**src/rtl/free_list_ctrl.sv**
```systemverilog
// Physical-register free list for a 2-wide renamer. After reset it is filled
// with the tags above the architectural range. The head pointer can be checkpointed.
module free_list_ctrl #(
  parameter int NUM_PREG = 64,
  parameter int NUM_AREG = 32,
  parameter int PW       = 6
) (
  input  logic          clk,
  input  logic          rst_n,
  input  logic          alloc_req0,
  input  logic          alloc_req1,
  output logic          alloc_gnt,
  output logic [PW-1:0] alloc_preg0,
  output logic [PW-1:0] alloc_preg1,
  input  logic          free_vld0,
  input  logic          free_vld1,
  input  logic [PW-1:0] free_preg0,
  input  logic [PW-1:0] free_preg1,
  input  logic          ckpt_save,
  input  logic          ckpt_restore,
  output logic [PW:0]   free_count,
  output logic          init_done,
  output logic          err_overflow,
  output logic          err_p0
);

  localparam int                IW        = $clog2(NUM_PREG - NUM_AREG);
  localparam logic [IW-1:0]     INIT_LAST = IW'(NUM_PREG - NUM_AREG - 1);
  localparam logic [PW:0]       CAP       = (PW+1)'(NUM_PREG);
  localparam logic [PW-1:0]     INIT_BASE = PW'(NUM_AREG);
  localparam logic [PW-1:0]     TAG_ZERO  = {PW{1'b0}};
  localparam logic [PW:0]       PTR_ZERO  = {(PW+1){1'b0}};
  localparam logic [PW:0]       PTR_ONE   = {{PW{1'b0}}, 1'b1};

  typedef enum logic [0:0] {ST_INIT = 1'b0, ST_RUN = 1'b1} state_t;

  state_t        state_r, state_next_s;
  logic [PW-1:0] entry_r [NUM_PREG];
  logic [PW:0]   head_r, head_next_s;
  logic [PW:0]   tail_r, tail_next_s;
  logic [PW:0]   ckpt_head_r, ckpt_head_next_s;
  logic [PW:0]   free_count_r, count_next_s;
  logic [IW-1:0] init_cnt_r, init_cnt_next_s;
  logic          init_done_r;
  logic          err_overflow_r;
  logic          err_p0_r;

  logic          run_s;
  logic [1:0]    nreq_s;
  logic [PW:0]   nreq_ext_s;
  logic          gnt_s;
  logic [PW:0]   alloc_n_s;
  logic [PW:0]   head_adv_s;
  logic [PW-1:0] head_idx0_s, head_idx1_s;
  logic [PW-1:0] preg0_s, preg1_s;
  logic [PW:0]   base0_s, base1_s;
  logic          zero0_s, zero1_s;
  logic          room0_s, room1_s;
  logic          acc0_s, acc1_s;
  logic          ovf_s, p0_s;
  logic [PW-1:0] tail_idx0_s, tail_idx1_s;

  assign run_s = (state_r == ST_RUN);

  // Allocation grant and tag selection; availability uses the registered count only.
  always_comb begin
    nreq_s      = {1'b0, alloc_req0} + {1'b0, alloc_req1};
    nreq_ext_s  = {{(PW-1){1'b0}}, nreq_s};
    gnt_s       = run_s && (nreq_s != 2'd0) && (free_count_r >= nreq_ext_s) && !ckpt_restore;
    alloc_n_s   = gnt_s ? nreq_ext_s : PTR_ZERO;
    head_adv_s  = head_r + alloc_n_s;
    head_idx0_s = head_r[PW-1:0];
    head_idx1_s = head_idx0_s + {{(PW-1){1'b0}}, 1'b1};
    preg0_s     = TAG_ZERO;
    preg1_s     = TAG_ZERO;
    if (gnt_s && alloc_req0) begin
      preg0_s = entry_r[head_idx0_s];
      preg1_s = alloc_req1 ? entry_r[head_idx1_s] : TAG_ZERO;
    end else if (gnt_s && alloc_req1) begin
      preg1_s = entry_r[head_idx0_s];
    end else begin
      preg0_s = TAG_ZERO;
    end
  end

  // Free acceptance: on restore the entries between ckpt_head and head come back,
  // so capacity is measured from the checkpoint instead of the post-grant head.
  always_comb begin
    base0_s     = ckpt_restore ? (tail_r - ckpt_head_r) : (free_count_r - alloc_n_s);
    zero0_s     = (free_preg0 == TAG_ZERO);
    zero1_s     = (free_preg1 == TAG_ZERO);
    room0_s     = (base0_s < CAP);
    acc0_s      = run_s && free_vld0 && !zero0_s && room0_s;
    base1_s     = base0_s + {{PW{1'b0}}, acc0_s};
    room1_s     = (base1_s < CAP);
    acc1_s      = run_s && free_vld1 && !zero1_s && room1_s;
    ovf_s       = run_s && ((free_vld0 && !zero0_s && !room0_s) ||
                            (free_vld1 && !zero1_s && !room1_s));
    p0_s        = run_s && ((free_vld0 && zero0_s) || (free_vld1 && zero1_s));
    tail_idx0_s = tail_r[PW-1:0];
    tail_idx1_s = tail_idx0_s + {{(PW-1){1'b0}}, acc0_s};
  end

  // Next-state and pointer update logic for the INIT/RUN FSM.
  always_comb begin
    state_next_s     = state_r;
    init_cnt_next_s  = init_cnt_r;
    head_next_s      = head_r;
    tail_next_s      = tail_r;
    ckpt_head_next_s = ckpt_head_r;
    case (state_r)
      ST_INIT: begin
        tail_next_s     = tail_r + PTR_ONE;
        init_cnt_next_s = init_cnt_r + {{(IW-1){1'b0}}, 1'b1};
        if (init_cnt_r == INIT_LAST) begin
          state_next_s = ST_RUN;
        end else begin
          state_next_s = ST_INIT;
        end
      end
      ST_RUN: begin
        tail_next_s = tail_r + {{PW{1'b0}}, acc0_s} + {{PW{1'b0}}, acc1_s};
        if (ckpt_restore) begin
          head_next_s = ckpt_head_r;
        end else begin
          head_next_s = head_adv_s;
          if (ckpt_save) begin
            ckpt_head_next_s = head_adv_s;
          end else begin
            ckpt_head_next_s = ckpt_head_r;
          end
        end
      end
      default: begin
        state_next_s = ST_INIT;
      end
    endcase
    count_next_s = tail_next_s - head_next_s;
  end

  // Control state, pointers, count and sticky error flags.
  always_ff @(posedge clk or negedge rst_n) begin
    if (!rst_n) begin
      state_r        <= ST_INIT;
      head_r         <= PTR_ZERO;
      tail_r         <= PTR_ZERO;
      ckpt_head_r    <= PTR_ZERO;
      free_count_r   <= PTR_ZERO;
      init_cnt_r     <= {IW{1'b0}};
      init_done_r    <= 1'b0;
      err_overflow_r <= 1'b0;
      err_p0_r       <= 1'b0;
    end else begin
      state_r        <= state_next_s;
      head_r         <= head_next_s;
      tail_r         <= tail_next_s;
      ckpt_head_r    <= ckpt_head_next_s;
      free_count_r   <= count_next_s;
      init_cnt_r     <= init_cnt_next_s;
      init_done_r    <= (state_next_s == ST_RUN);
      err_overflow_r <= err_overflow_r | ovf_s;
      err_p0_r       <= err_p0_r | p0_s;
    end
  end

  // Tag storage; contents are rebuilt by INIT after every reset.
  always_ff @(posedge clk) begin
    if (!run_s) begin
      entry_r[tail_idx0_s] <= INIT_BASE + PW'(init_cnt_r);
    end else begin
      if (acc0_s) begin
        entry_r[tail_idx0_s] <= free_preg0;
      end
      if (acc1_s) begin
        entry_r[tail_idx1_s] <= free_preg1;
      end
    end
  end

  assign alloc_gnt    = gnt_s;
  assign alloc_preg0  = preg0_s;
  assign alloc_preg1  = preg1_s;
  assign free_count   = free_count_r;
  assign init_done    = init_done_r;
  assign err_overflow = err_overflow_r;
  assign err_p0       = err_p0_r;

endmodule
```
**config.mk**
```make
export PLATFORM = sky130hd
export DESIGN_NAME = free_list_ctrl
export DESIGN_NICKNAME = d
export VERILOG_FILES = /design/src/rtl/free_list_ctrl.sv
export SDC_FILE = /design/constraint.sdc
export NUM_CORES = 1
export LEC_CHECK = 0
export CORE_MARGIN = 4
export CORE_UTILIZATION = 45
export DETAILED_ROUTE_END_ITERATION = 12
export GPL_TIMING_DRIVEN = 0
export MAX_ROUTING_LAYER = met4
export PLACE_DENSITY = 0.58
export SYNTH_ARGS = -nofsm -noshare
export SYNTH_HDL_FRONTEND = slang
export SYNTH_SLANG_ARGS = --single-unit
```
**constraint.sdc**
```tcl
create_clock -name clk -period 11.65 [get_ports clk]
set_clock_uncertainty 0.2 [all_clocks]
set_input_delay 2.9125 -clock clk [delete_from_list [all_inputs] [get_ports clk]]
set_output_delay 2.9125 -clock clk [all_outputs]
set_load 0.005 [all_outputs]
```
==> impl_metrics.csv <==
group,metric,value,unit
drt,drt_wl_total,113400,um
synthesis,synth_nets,2004,
power,power_density,263.4,mW/mm^2
die,rows,90,
finish,area_growth,11.23,%
critical_path,r2r_setup_slack,3.47,ns
worst_hold_path,hold_depth,1,
synthesis,syn_area,0.02730,sq mm
drt,vias,20050,
clock_network,cts_max_level,2,
clock_network,clkSinkCount,420,
synthesis,synth_area_leader_cell,"edfxtp_1",
clock_network,cts_hold_buf,0,
worst_hold_path,min_from,"err_p0$_DFF_PN0_",
die,core,0.06025,sq mm
clock_network,clkLatencyLatePin,0.61,ns
drt,wl_per_cell,39.44,um
sta,finalMaxSlewViolations,41,
die,ios,43,
critical_path,cp_top_family,"simple AND/OR/NAND/NOR gates",
die,die_w,254.3,um
global_route,grt_pass1_vias,19860,
critical_path,crit_cells,22,
finish,fillers,5181,
finish,nets,2100,
clock_network,cts_tree,"done",
critical_path,critPathMostFrequentCell,"ha_1",
sta,min_period_over_period,96.24,%
critical_path,arrival,11.24,ns
critical_path,critical-path-max-stage-delay,1.13,ns
worst_hold_path,hold-path-endpoint,"err_p0$_DFF_PN0_",
power,p_total,8.000,mW
status,outcome,"finished with violations",
clock_network,clk_pin_slew_worst_paths,0.06,ns
sta,hold_violations,0,
power,peakVddDrop,0.0001274,V
critical_path,rr_worst_depth,18,
synthesis,synth_edf_count,384,
die,die_h,254.3,um
synthesis,synth.avg_cell_area,13.99,sq um
finish,final-seq-area,0.01243,sq mm
critical_path,cp_num_buf_inv,4,
sta,slew_headroom,-8.256,%
critical_path,cp_max_fo,10,
synthesis,yosys.cell_types.count,74,
placed_design,io_buffer_count,42,
synthesis,netlist.area_leader.share,42.23,%
synthesis,ys_top_cells_by_area,"edfxtp_1 42%, mux4_2 15%, mux2_2 8.3%",
clock_network,cts_buffer_depth,3,
critical_path,cp_cell_sequence,"clkdlybuf4s50_1 > inv_1 > ha_1 > ha_1 > nand2b_1 > a211oi_1 > a2111oi_2 > and2_1 > ha_1 > fa_1 > a21oi_1 > a31oi_1 > nand4_2 > inv_1 > ha_1 > ha_1 > buf_2 > xnor2_1 > nor2b_1 > nand3_1 > nor3_4 > o21bai_1",
sta,worstMarginPinSlew,1.619,ns
finish,multi_input_area,0.01396,sq mm
critical_path,crit_slowest_cell,"nand3_1",
sta,setup-tns-final,0,ns
sta,timing.final.crit_period,11.21,ns
finish,stdcell_count,2875,
global_route,grt_max_degree,37,
synthesis,ys.flop_type,"edfxtp_1",
placed_design,gp_congestion,1.061,
placed_design,placed_cell_area,0.02873,sq mm
clock_network,cts_buffers,48,
sta,whs,0.2626,ns
run,cap_violations,4,
global_route,track_usage,35.95,%
critical_path,crit-reg2reg-launch,"init_done$_DFF_PN0_",
global_route,grt.overflow.total,0,
drt,drc,0,
die,die-area,0.06468,sq mm
clock_network,post-cts-setup-buffers,0,
worst_hold_path,hold_class,"register to register",
synthesis,yosysSeqAreaShare,45.53,%
drt,drt-vias-per-instance,6.974,
status,violations,"max-capacitance violations, max-slew violations",
clock_network,root_buffer,"clkbuf_16",
critical_path,required,11.68,ns
global_route,grt_pass1_wl,155900,um
placed_design,place_inst,2779,
drt,dr.pass1.iters,6,
sta,fmax,0.08919,GHz
clock_network,cts-resized-gates,0,
synthesis,async_flop_share,8.571,%
power,leakage,10.56,nW
placed_design,hpwl,83150,um
drt,first_iter_violations,2586,
finish,fin_area,0.03037,sq mm
sta,setup_violations,0,
synthesis,synth-seq-cells,420,
critical_path,r2r_end,"entry_r[63][2]$_DFFE_PP_",
drt,final_antenna_net_count,0,
critical_path,path_class,"input pin to register",
sta,rsz0062_at_grt,"false",
die,initial_utilization,45.32,%
synthesis,ys_warn_count,0,
critical_path,critPathLaunchType,"input pin",
synthesis,synthCells,1952,
critical_path,end_kind,"register",
global_route,antenna_found_initial,7,
finish,layout-drive-gt1-share,28.61,%
where the power goes:
| group | internal, mW | switching, mW | leakage [nW] |
|---|---|---|---|
| combinational | 1.59 | 2.90 | 5.84 |
| clock | 0.891 | 0.677 | 0.774 |
| sequential | 1.85 | 0.0952 | 3.95 |
registers in the layout, summed over array words and instances (netlist names):
register / flops
free_count: 7
ckpt_head_r: 7
init_cnt_r: 5
err_overflow: 1
head_r: 7
entry_r: 384
init_done: 1
err_p0: 1
tail_r: 7
stage by stage:
stage,util (%),setup slack [ns]
after floorplan,-,2.945
after global placement,47.64,-0.2943
after CTS,50.36,0.5740
final,50.41,0.4377
after detailed placement,47.69,-0.06225
after global routing,50.40,0.1113
cell usage in the layout (no fill, tap or decap), types with 11 or more instances in the layout:
cell type          n
nor3_1            11
clkbuf_1         128
mux2_1           198
inv_1             31
buf_2             40
nor2_1            71
xor2_1            13
o22ai_1           11
nor3_4            40
edfxtp_1         384
mux2_2           201
nand2b_1          14
and2_1            12
mux4_2           182
nor2b_1           15
nand2_1          111
dfrtp_1           36
nor3_2            19
mux2i_1           41
a21o_1            23
o21ai_0           37
a211oi_1          14
clkbuf_16         50
xnor2_1           20
buf_1             12
o21bai_1          38
and3_1            14
ha_1              27
clkdlybuf4s50_1   41
nand3_1           44
a21oi_1           21
a22oi_1           25
cells in the mapped netlist, types with 12 or more instances:
library cell,n
edfxtp_1,384
xnor2_1,20
inv_1,31
o21bai_1,38
dfrtp_1,36
nand2b_1,14
clkbuf_1,122
nor2b_1,15
a21o_1,23
a21oi_1,22
mux2_2,201
xor2_1,13
mux2_1,198
buf_2,38
a22oi_1,25
buf_1,13
nor3_4,40
ha_1,27
nor3_2,19
nor2_1,71
mux2i_1,41
and2_1,12
nand3_1,44
a211oi_1,14
mux4_2,182
o21ai_0,38
and3_1,14
nand2_1,111
per-layer routing:
metal | up-vias | GRT usage [%] | wire length, um
met5 | - | - | 0
met4 | 0 | 18.90 | 7157
met3 | 306 | 8.576 | 11950
met2 | 1324 | 52.06 | 49470
met1 | 10440 | 47.28 | 44820
li1 | 7981 | - | -
how the worst max path moves through the flow:
stage                     startpoint  slack, ns                        to
final                     alloc_req0       0.44  entry_r[63][2]$_DFFE_PP_
after global routing      alloc_req0       0.11  entry_r[63][4]$_DFFE_PP_
after CTS                 alloc_req0       0.57  entry_r[63][5]$_DFFE_PP_
after detailed placement  alloc_req0      -0.06  entry_r[63][5]$_DFFE_PP_
after global placement    alloc_req0      -0.29  entry_r[35][5]$_DFFE_PP_
after floorplan           alloc_req0       2.95   free_count[6]$_DFF_PN0_
kinds of logic after synthesis:
kind of cell	count (synthesis)	share of synthesized area (%)
and+or+nand+nor	395	9.197
AOI/OAI and AO/OA	238	6.228
DFF	420	45.53
buffers and inverters	212	3.409
muxes	622	32.97
adders and majority gates	32	1.604
xor gates and xnor gates	33	1.059
area by class of cell:
type | instances | share of cell area [%]
clock buffer | 59 | 4.297
multi-input combinational | 1320 | 45.96
tap | 782 | 3.222
clock inverter | 30 | 0.9888
buffer | 181 | 2.690
sequential | 420 | 40.93
timing repair buffer | 46 | 1.471
antenna | 6 | 0.04944
inverter | 31 | 0.3831
Note: power is estimated with default switching activity, not from simulation.
